[src/rtl/mem_block_mover_pkg.sv]
// Shared definitions for the block mover: state encoding, bus widths and default memory depth.
package mem_block_mover_pkg;

  localparam int unsigned MEM_SIZE_DEF = 128;
  localparam int unsigned ADR_W        = 8;
  localparam int unsigned DATA_W       = 32;

  typedef enum logic [2:0] {
    ST_IDLE  = 3'd0,
    ST_READ  = 3'd1,
    ST_WRITE = 3'd2,
    ST_DUMP  = 3'd3,
    ST_FIN   = 3'd4
  } state_e;

endpackage

[src/rtl/mem_block_mover_if.sv]
// Control and memory-port bundle between the block mover (master) and its requester/memory (slave).
interface mem_block_mover_if;
  import mem_block_mover_pkg::*;

  logic              start;
  logic [ADR_W-1:0]  src_adr;
  logic [ADR_W-1:0]  dst_adr;
  logic [ADR_W-1:0]  len;
  logic              busy;
  logic              done;
  logic [ADR_W-1:0]  rd_adr;
  logic [DATA_W-1:0] rd_data;
  logic              wr_en;
  logic [ADR_W-1:0]  wr_adr;
  logic [DATA_W-1:0] wr_data;
  logic              wr_file;

  modport master (
    input  start, src_adr, dst_adr, len, rd_data,
    output busy, done, rd_adr, wr_en, wr_adr, wr_data, wr_file
  );

  modport slave (
    output start, src_adr, dst_adr, len, rd_data,
    input  busy, done, rd_adr, wr_en, wr_adr, wr_data, wr_file
  );

endinterface

[src/rtl/mem_block_mover.sv]
// Word-by-word memory block copy engine with overlap-safe direction choice and optional dump pulse.
// All outputs are registered; output values are derived from the next state.
module mem_block_mover
  import mem_block_mover_pkg::*;
#(
  parameter int unsigned MEM_SIZE = MEM_SIZE_DEF,
  parameter bit          DUMP_EN  = 1'b1
) (
  input  logic             clk,
  input  logic             rst,
  mem_block_mover_if.master bus
);

  state_e            state_q, state_d;
  logic [ADR_W-1:0]  src_q, src_d;
  logic [ADR_W-1:0]  dst_q, dst_d;
  logic [ADR_W-1:0]  cnt_q, cnt_d;
  logic [ADR_W-1:0]  idx_q, idx_d;
  logic              desc_q, desc_d;
  logic [DATA_W-1:0] hold_q, hold_d;
  logic [ADR_W-1:0]  rd_adr_q, rd_adr_d;
  logic              wr_en_q, wr_en_d;
  logic [ADR_W-1:0]  wr_adr_q, wr_adr_d;
  logic [DATA_W-1:0] wr_data_q, wr_data_d;
  logic              wr_file_q, wr_file_d;
  logic              busy_q, busy_d;
  logic              done_q, done_d;
  logic              overlap_s;

  function automatic logic [ADR_W-1:0] mod_adr(input logic [ADR_W-1:0] a);
    logic [ADR_W:0] w;
    w = {1'b0, a} % (ADR_W+1)'(MEM_SIZE);
    return w[ADR_W-1:0];
  endfunction

  // Destination starting inside the unwrapped source window must copy back-to-front.
  assign overlap_s = ({1'b0, bus.dst_adr} > {1'b0, bus.src_adr}) &&
                     ({1'b0, bus.dst_adr} < ({1'b0, bus.src_adr} + {1'b0, bus.len}));

  // State and datapath registers
  always_ff @(posedge clk) begin
    if (rst) begin
      state_q   <= ST_IDLE;
      src_q     <= 8'd0;
      dst_q     <= 8'd0;
      cnt_q     <= 8'd0;
      idx_q     <= 8'd0;
      desc_q    <= 1'b0;
      hold_q    <= 32'd0;
      rd_adr_q  <= 8'd0;
      wr_en_q   <= 1'b0;
      wr_adr_q  <= 8'd0;
      wr_data_q <= 32'd0;
      wr_file_q <= 1'b0;
      busy_q    <= 1'b0;
      done_q    <= 1'b0;
    end else begin
      state_q   <= state_d;
      src_q     <= src_d;
      dst_q     <= dst_d;
      cnt_q     <= cnt_d;
      idx_q     <= idx_d;
      desc_q    <= desc_d;
      hold_q    <= hold_d;
      rd_adr_q  <= rd_adr_d;
      wr_en_q   <= wr_en_d;
      wr_adr_q  <= wr_adr_d;
      wr_data_q <= wr_data_d;
      wr_file_q <= wr_file_d;
      busy_q    <= busy_d;
      done_q    <= done_d;
    end
  end

  // Next-state logic
  always_comb begin
    state_d = state_q;
    case (state_q)
      ST_IDLE: begin
        if (bus.start) begin
          state_d = (bus.len == 8'd0) ? ST_FIN : ST_READ;
        end else begin
          state_d = ST_IDLE;
        end
      end
      ST_READ:  state_d = ST_WRITE;
      ST_WRITE: begin
        if (cnt_q == 8'd1) begin
          state_d = DUMP_EN ? ST_DUMP : ST_FIN;
        end else begin
          state_d = ST_READ;
        end
      end
      ST_DUMP:  state_d = ST_FIN;
      ST_FIN:   state_d = ST_IDLE;
      default:  state_d = ST_IDLE;
    endcase
  end

  // Argument latching, word count and index stepping
  always_comb begin
    src_d  = src_q;
    dst_d  = dst_q;
    cnt_d  = cnt_q;
    idx_d  = idx_q;
    desc_d = desc_q;
    hold_d = hold_q;
    case (state_q)
      ST_IDLE: begin
        if (bus.start) begin
          src_d  = bus.src_adr;
          dst_d  = bus.dst_adr;
          cnt_d  = bus.len;
          desc_d = overlap_s;
          idx_d  = overlap_s ? (bus.len - 8'd1) : 8'd0;
        end else begin
          desc_d = desc_q;
        end
      end
      ST_READ: hold_d = bus.rd_data;
      ST_WRITE: begin
        cnt_d = cnt_q - 8'd1;
        if (cnt_q != 8'd1) begin
          idx_d = desc_q ? (idx_q - 8'd1) : (idx_q + 8'd1);
        end else begin
          idx_d = idx_q;
        end
      end
      default: hold_d = hold_q;
    endcase
  end

  // Output values for the cycle being entered; addresses hold outside their phase
  always_comb begin
    rd_adr_d  = (state_d == ST_READ)  ? mod_adr(src_d + idx_d) : rd_adr_q;
    wr_adr_d  = (state_d == ST_WRITE) ? mod_adr(dst_q + idx_q) : wr_adr_q;
    wr_data_d = (state_d == ST_WRITE) ? hold_d : wr_data_q;
    wr_en_d   = (state_d == ST_WRITE);
    wr_file_d = (state_d == ST_DUMP);
    done_d    = (state_d == ST_FIN);
    busy_d    = (state_d == ST_READ) || (state_d == ST_WRITE) || (state_d == ST_DUMP);
  end

  assign bus.rd_adr  = rd_adr_q;
  assign bus.wr_en   = wr_en_q;
  assign bus.wr_adr  = wr_adr_q;
  assign bus.wr_data = wr_data_q;
  assign bus.wr_file = wr_file_q;
  assign bus.busy    = busy_q;
  assign bus.done    = done_q;

endmodule

[src/flat_wrapper.sv]
// flat-port wrapper written by rule: the top's interface ports become plain ports
module mem_block_mover_flat import mem_block_mover_pkg::*;
#(
  parameter int unsigned MEM_SIZE = MEM_SIZE_DEF,
  parameter bit          DUMP_EN  = 1'b1
)
  (clk, rst, bus_start, bus_src_adr, bus_dst_adr, bus_len, bus_rd_data, bus_busy, bus_done, bus_rd_adr, bus_wr_en, bus_wr_adr, bus_wr_data, bus_wr_file);
  mem_block_mover_if bus_i ();
  input  logic clk;
  input  logic rst;
  input wire logic [$bits(bus_i.start)-1:0] bus_start;
  input wire logic [$bits(bus_i.src_adr)-1:0] bus_src_adr;
  input wire logic [$bits(bus_i.dst_adr)-1:0] bus_dst_adr;
  input wire logic [$bits(bus_i.len)-1:0] bus_len;
  input wire logic [$bits(bus_i.rd_data)-1:0] bus_rd_data;
  output wire logic [$bits(bus_i.busy)-1:0] bus_busy;
  output wire logic [$bits(bus_i.done)-1:0] bus_done;
  output wire logic [$bits(bus_i.rd_adr)-1:0] bus_rd_adr;
  output wire logic [$bits(bus_i.wr_en)-1:0] bus_wr_en;
  output wire logic [$bits(bus_i.wr_adr)-1:0] bus_wr_adr;
  output wire logic [$bits(bus_i.wr_data)-1:0] bus_wr_data;
  output wire logic [$bits(bus_i.wr_file)-1:0] bus_wr_file;
  assign bus_i.start = bus_start;
  assign bus_i.src_adr = bus_src_adr;
  assign bus_i.dst_adr = bus_dst_adr;
  assign bus_i.len = bus_len;
  assign bus_i.rd_data = bus_rd_data;
  assign bus_busy = bus_i.busy;
  assign bus_done = bus_i.done;
  assign bus_rd_adr = bus_i.rd_adr;
  assign bus_wr_en = bus_i.wr_en;
  assign bus_wr_adr = bus_i.wr_adr;
  assign bus_wr_data = bus_i.wr_data;
  assign bus_wr_file = bus_i.wr_file;
  mem_block_mover #(.MEM_SIZE(MEM_SIZE), .DUMP_EN(DUMP_EN)) u_core (.clk(clk), .rst(rst), .bus(bus_i));
endmodule
[config.mk]
export PLATFORM = sky130hd
export DESIGN_NAME = mem_block_mover_flat
export DESIGN_NICKNAME = d
export VERILOG_FILES = /design/src/rtl/mem_block_mover_pkg.sv /design/src/rtl/mem_block_mover_if.sv /design/src/rtl/mem_block_mover.sv /design/src/flat_wrapper.sv
export SDC_FILE = /design/constraint.sdc
export NUM_CORES = 1
export LEC_CHECK = 0
export CORE_MARGIN = 2
export CORE_UTILIZATION = 50
export DETAILED_ROUTE_END_ITERATION = 8
export DONT_BUFFER_PORTS = 1
export HOLD_SLACK_MARGIN = 0.02
export PLACE_DENSITY = 0.68
export SKIP_CTS_REPAIR_TIMING = 1
export SLEW_MARGIN = 15
export SYNTH_ARGS = -nofsm -noshare
export SYNTH_HDL_FRONTEND = slang
export SYNTH_SLANG_ARGS = --single-unit
[constraint.sdc]
create_clock -name clk -period 5.2 [get_ports clk]
set_clock_uncertainty 0.15 [all_clocks]
set_input_delay 0.52 -clock clk [delete_from_list [all_inputs] [get_ports clk]]
set_output_delay 0.52 -clock clk [all_outputs]
set_load 0.05 [all_outputs]
==> impl_metrics.toml <==
[run_status]
status = "finished, final reports clean"

[finish]
final_layout_size_suffix_gt1_share_pct = 5.72
final_cells = 723
syn2layout_area_growth_pct = 6.67
stdcell_area_mm2 = 0.00512
nNetsFinal = 695
final_cell_mix = "nand2_1, dfxtp_1, a21oi_1, ha_1, nor2_1"
layout_commonest_cell = "nand2_1"
fillerInstances = 952
utilization_pct = 55.2
antenna_cells = 0

[timing]
hold_viol_final = 0
final.setup.worst_slack_ns = 0.306
rsz0062_at_grt = "no"
max_freq_mhz = 204
hold_slack_ns = 0.0762
finalSetupViolCount = 0
slew_violations = 0
worstMarginPinSlew_ns = 0.993
totalNegativeSetupSlack_ns = 0
slew_headroom_pct = 33.8
fin_crit_ns = 4.89
period_share_pct = 94.1

[place]
preCtsSetupSlack_ns = -0.0626
place.gp.congestion = 0.933
dpl.cell_count = 707
dp_hpwl_um = 9070
portBuffers = 0
dpl_cell_area_mm2 = 0.00489

[routing]
drc = 0
vias_per_cell = 5.75
wire_per_inst_um = 16.6
num_vias = 4157
drtIter0Drc = 182
drt-total-wl_um = 12000
drtPass1Iterations = 4
ant_nets = 0

[die]
dieHeight_um = 102
initial_utilization_pct = 51.7
core_mm2 = 0.00928
dieArea_mm2 = 0.0104
fp.dieW_um = 102
rows = 35
io-pin-count = 111

[synthesis]
seq_area_frac_synth_pct = 34.6
syn_area_mm2 = 0.00480
synth-seq-cells = 83
synthArstFlopShare_pct = 0
yosys_warnings = 0
postSynthCellCount = 603
syn_avg_cell_area_um2 = 7.96
ys_top_cells_by_area = "dfxtp_1, ha_1, nand2_1"
synth_edf_count = 0
ys_types = 58
synth_ff_type = "dfxtp_1"
synth_top_cell_by_area = "dfxtp_1"
synth.top_cell.area_share_pct = 34.6

[grt]
grt_pass1_wl_um = 18800
grt_pass1_vias = 3853
overflow = 0
antenna_found_initial = 0
grt_max_degree = 75
grt_usage_pct = 23.0

[setup_path]
critPathArrivalTime_ns = 5.03
cp-start-kind = "input port"
path_max_fanout = 6
required_ns = 5.33
ff2ff_path_depth = 16
r2r_end = "u_core.bus.rd_adr[6]"
crit_type = "input port to flop"
rrSetupSlack_ns = 0.70
rr_startpoint = "u_core.cnt_q[1]"
end_kind = "flop"

[power]
total_power_mw = 1.66
power.leakage_nw = 2.15
irDropWorstVdd_mv = 0.184
powerDensity_mw_per_mm2 = 324

[min_path]
hp-class = "input port to flop"
hold_path_end = "u_core.bus.wr_data[5]"
hold_depth = 1
min_from = "rst"

[clock_network]
insertion_delay_ns = 0.35
cts_made_buffers = 9
cts_root_buffer = "clkbuf_8"
cts_tree = "done"
clk_pin_slew_worst_paths_ns = 0.09
cts_buffer_depth = 2
cts_max_level = 3
cts_sinks = 83

[flow_run]
maxCapViolCount = 0
-- cells in the mapped netlist, types with 7 or more instances --
master / count
a21oi_1: 82
nand2_1: 111
dfxtp_1: 83
clkbuf_1: 28
nor2_1: 34
and3_1: 8
ha_1: 43
nand2b_1: 7
nor3_1: 9
o21ai_0: 29
a21o_1: 14
inv_1: 26
xnor2_1: 15
-- registers in the layout, summed over array words and instances (netlist names), 3 cells and up --
register / cells
u_core.dst_q: 7
u_core.bus.wr_adr: 7
u_core.idx_q: 7
u_core.src_q: 7
u_core.bus.wr_data: 32
u_core.bus.rd_adr: 7
u_core.state_q: 3
u_core.cnt_q: 8
-- power by group --
group | switching (mW) | internal, mW
clock | 0.254 | 0.240
sequential | 0.133 | 0.682
combinational | 0.205 | 0.145
total | 0.592 | 1.07
-- critical path, cell delays in order --
cell and delay (ns):
ha_1 0.26, a21o_1 0.17, a21oi_1 0.17, o21bai_1 0.08, a21oi_1 0.21, o21ai_0 0.14
xnor2_1 0.15, ha_1 0.30, and3_1 0.17, nand3_1 0.09, o21ai_2 0.29, a2111oi_2 0.12
o21ai_0 0.24, nand2_1 0.09, ha_1 0.23, fa_1 0.40, a211oi_1 0.23, o21bai_1 0.12
a21oi_1 0.21, xnor2_1 0.11, or4_1 0.53, a31oi_1 0.17
-- per-layer routing --
metal  vias up  track usage (%)  wire, µm
met5         -                0         0
li1       2078                -         -
met3        14             6.09       880
met1      1923             28.2      5110
met2       142             39.6      5800
met4         0             7.18       199
-- worst max-delay path by stage --
| stage | depth (start not counted) | to | slack, ns | from |
|---|---|---|---|---|
| 6_report | 22 | u_core.bus.rd_adr[6] | 0.31 | bus_len[1] |
| 3_3_place_gp | 22 | u_core.bus.rd_adr[6] | 0.08 | bus_len[1] |
| 2_1_floorplan | 23 | u_core.bus.rd_adr[6] | 0.28 | bus_len[0] |
| 3_5_place_dp | 22 | u_core.bus.rd_adr[6] | -0.06 | bus_len[1] |
| 5_1_grt | 23 | u_core.bus.rd_adr[6] | 0.03 | bus_len[0] |
| 4_1_cts | 22 | u_core.bus.rd_adr[6] | 0.30 | bus_len[1] |
-- cell families after synthesis --
kind of cell / share of synthesized area [%]
mux: 1.49
other cells: 0.0781
compound gates: 21.8
fa+ha+maj: 12.9
xor+xnor: 3.83
buf+inv: 5.00
simple gates: 20.4
flops: 34.6
-- cell type report --
| class | count | area (µm²) | share of cell area, % |
|---|---|---|---|
| sequential | 83 | 1660 | 32.4 |
| timing repair buffer | 8 | 60.1 | 1.17 |
| clock buffer | 10 | 138 | 2.69 |
| tap | 129 | 161 | 3.15 |
| inverter | 26 | 97.6 | 1.91 |
| clock inverter | 6 | 72.6 | 1.42 |
| multi-input combinational | 461 | 2930 | 57.2 |
Note: power is estimated with default switching activity, not from simulation.
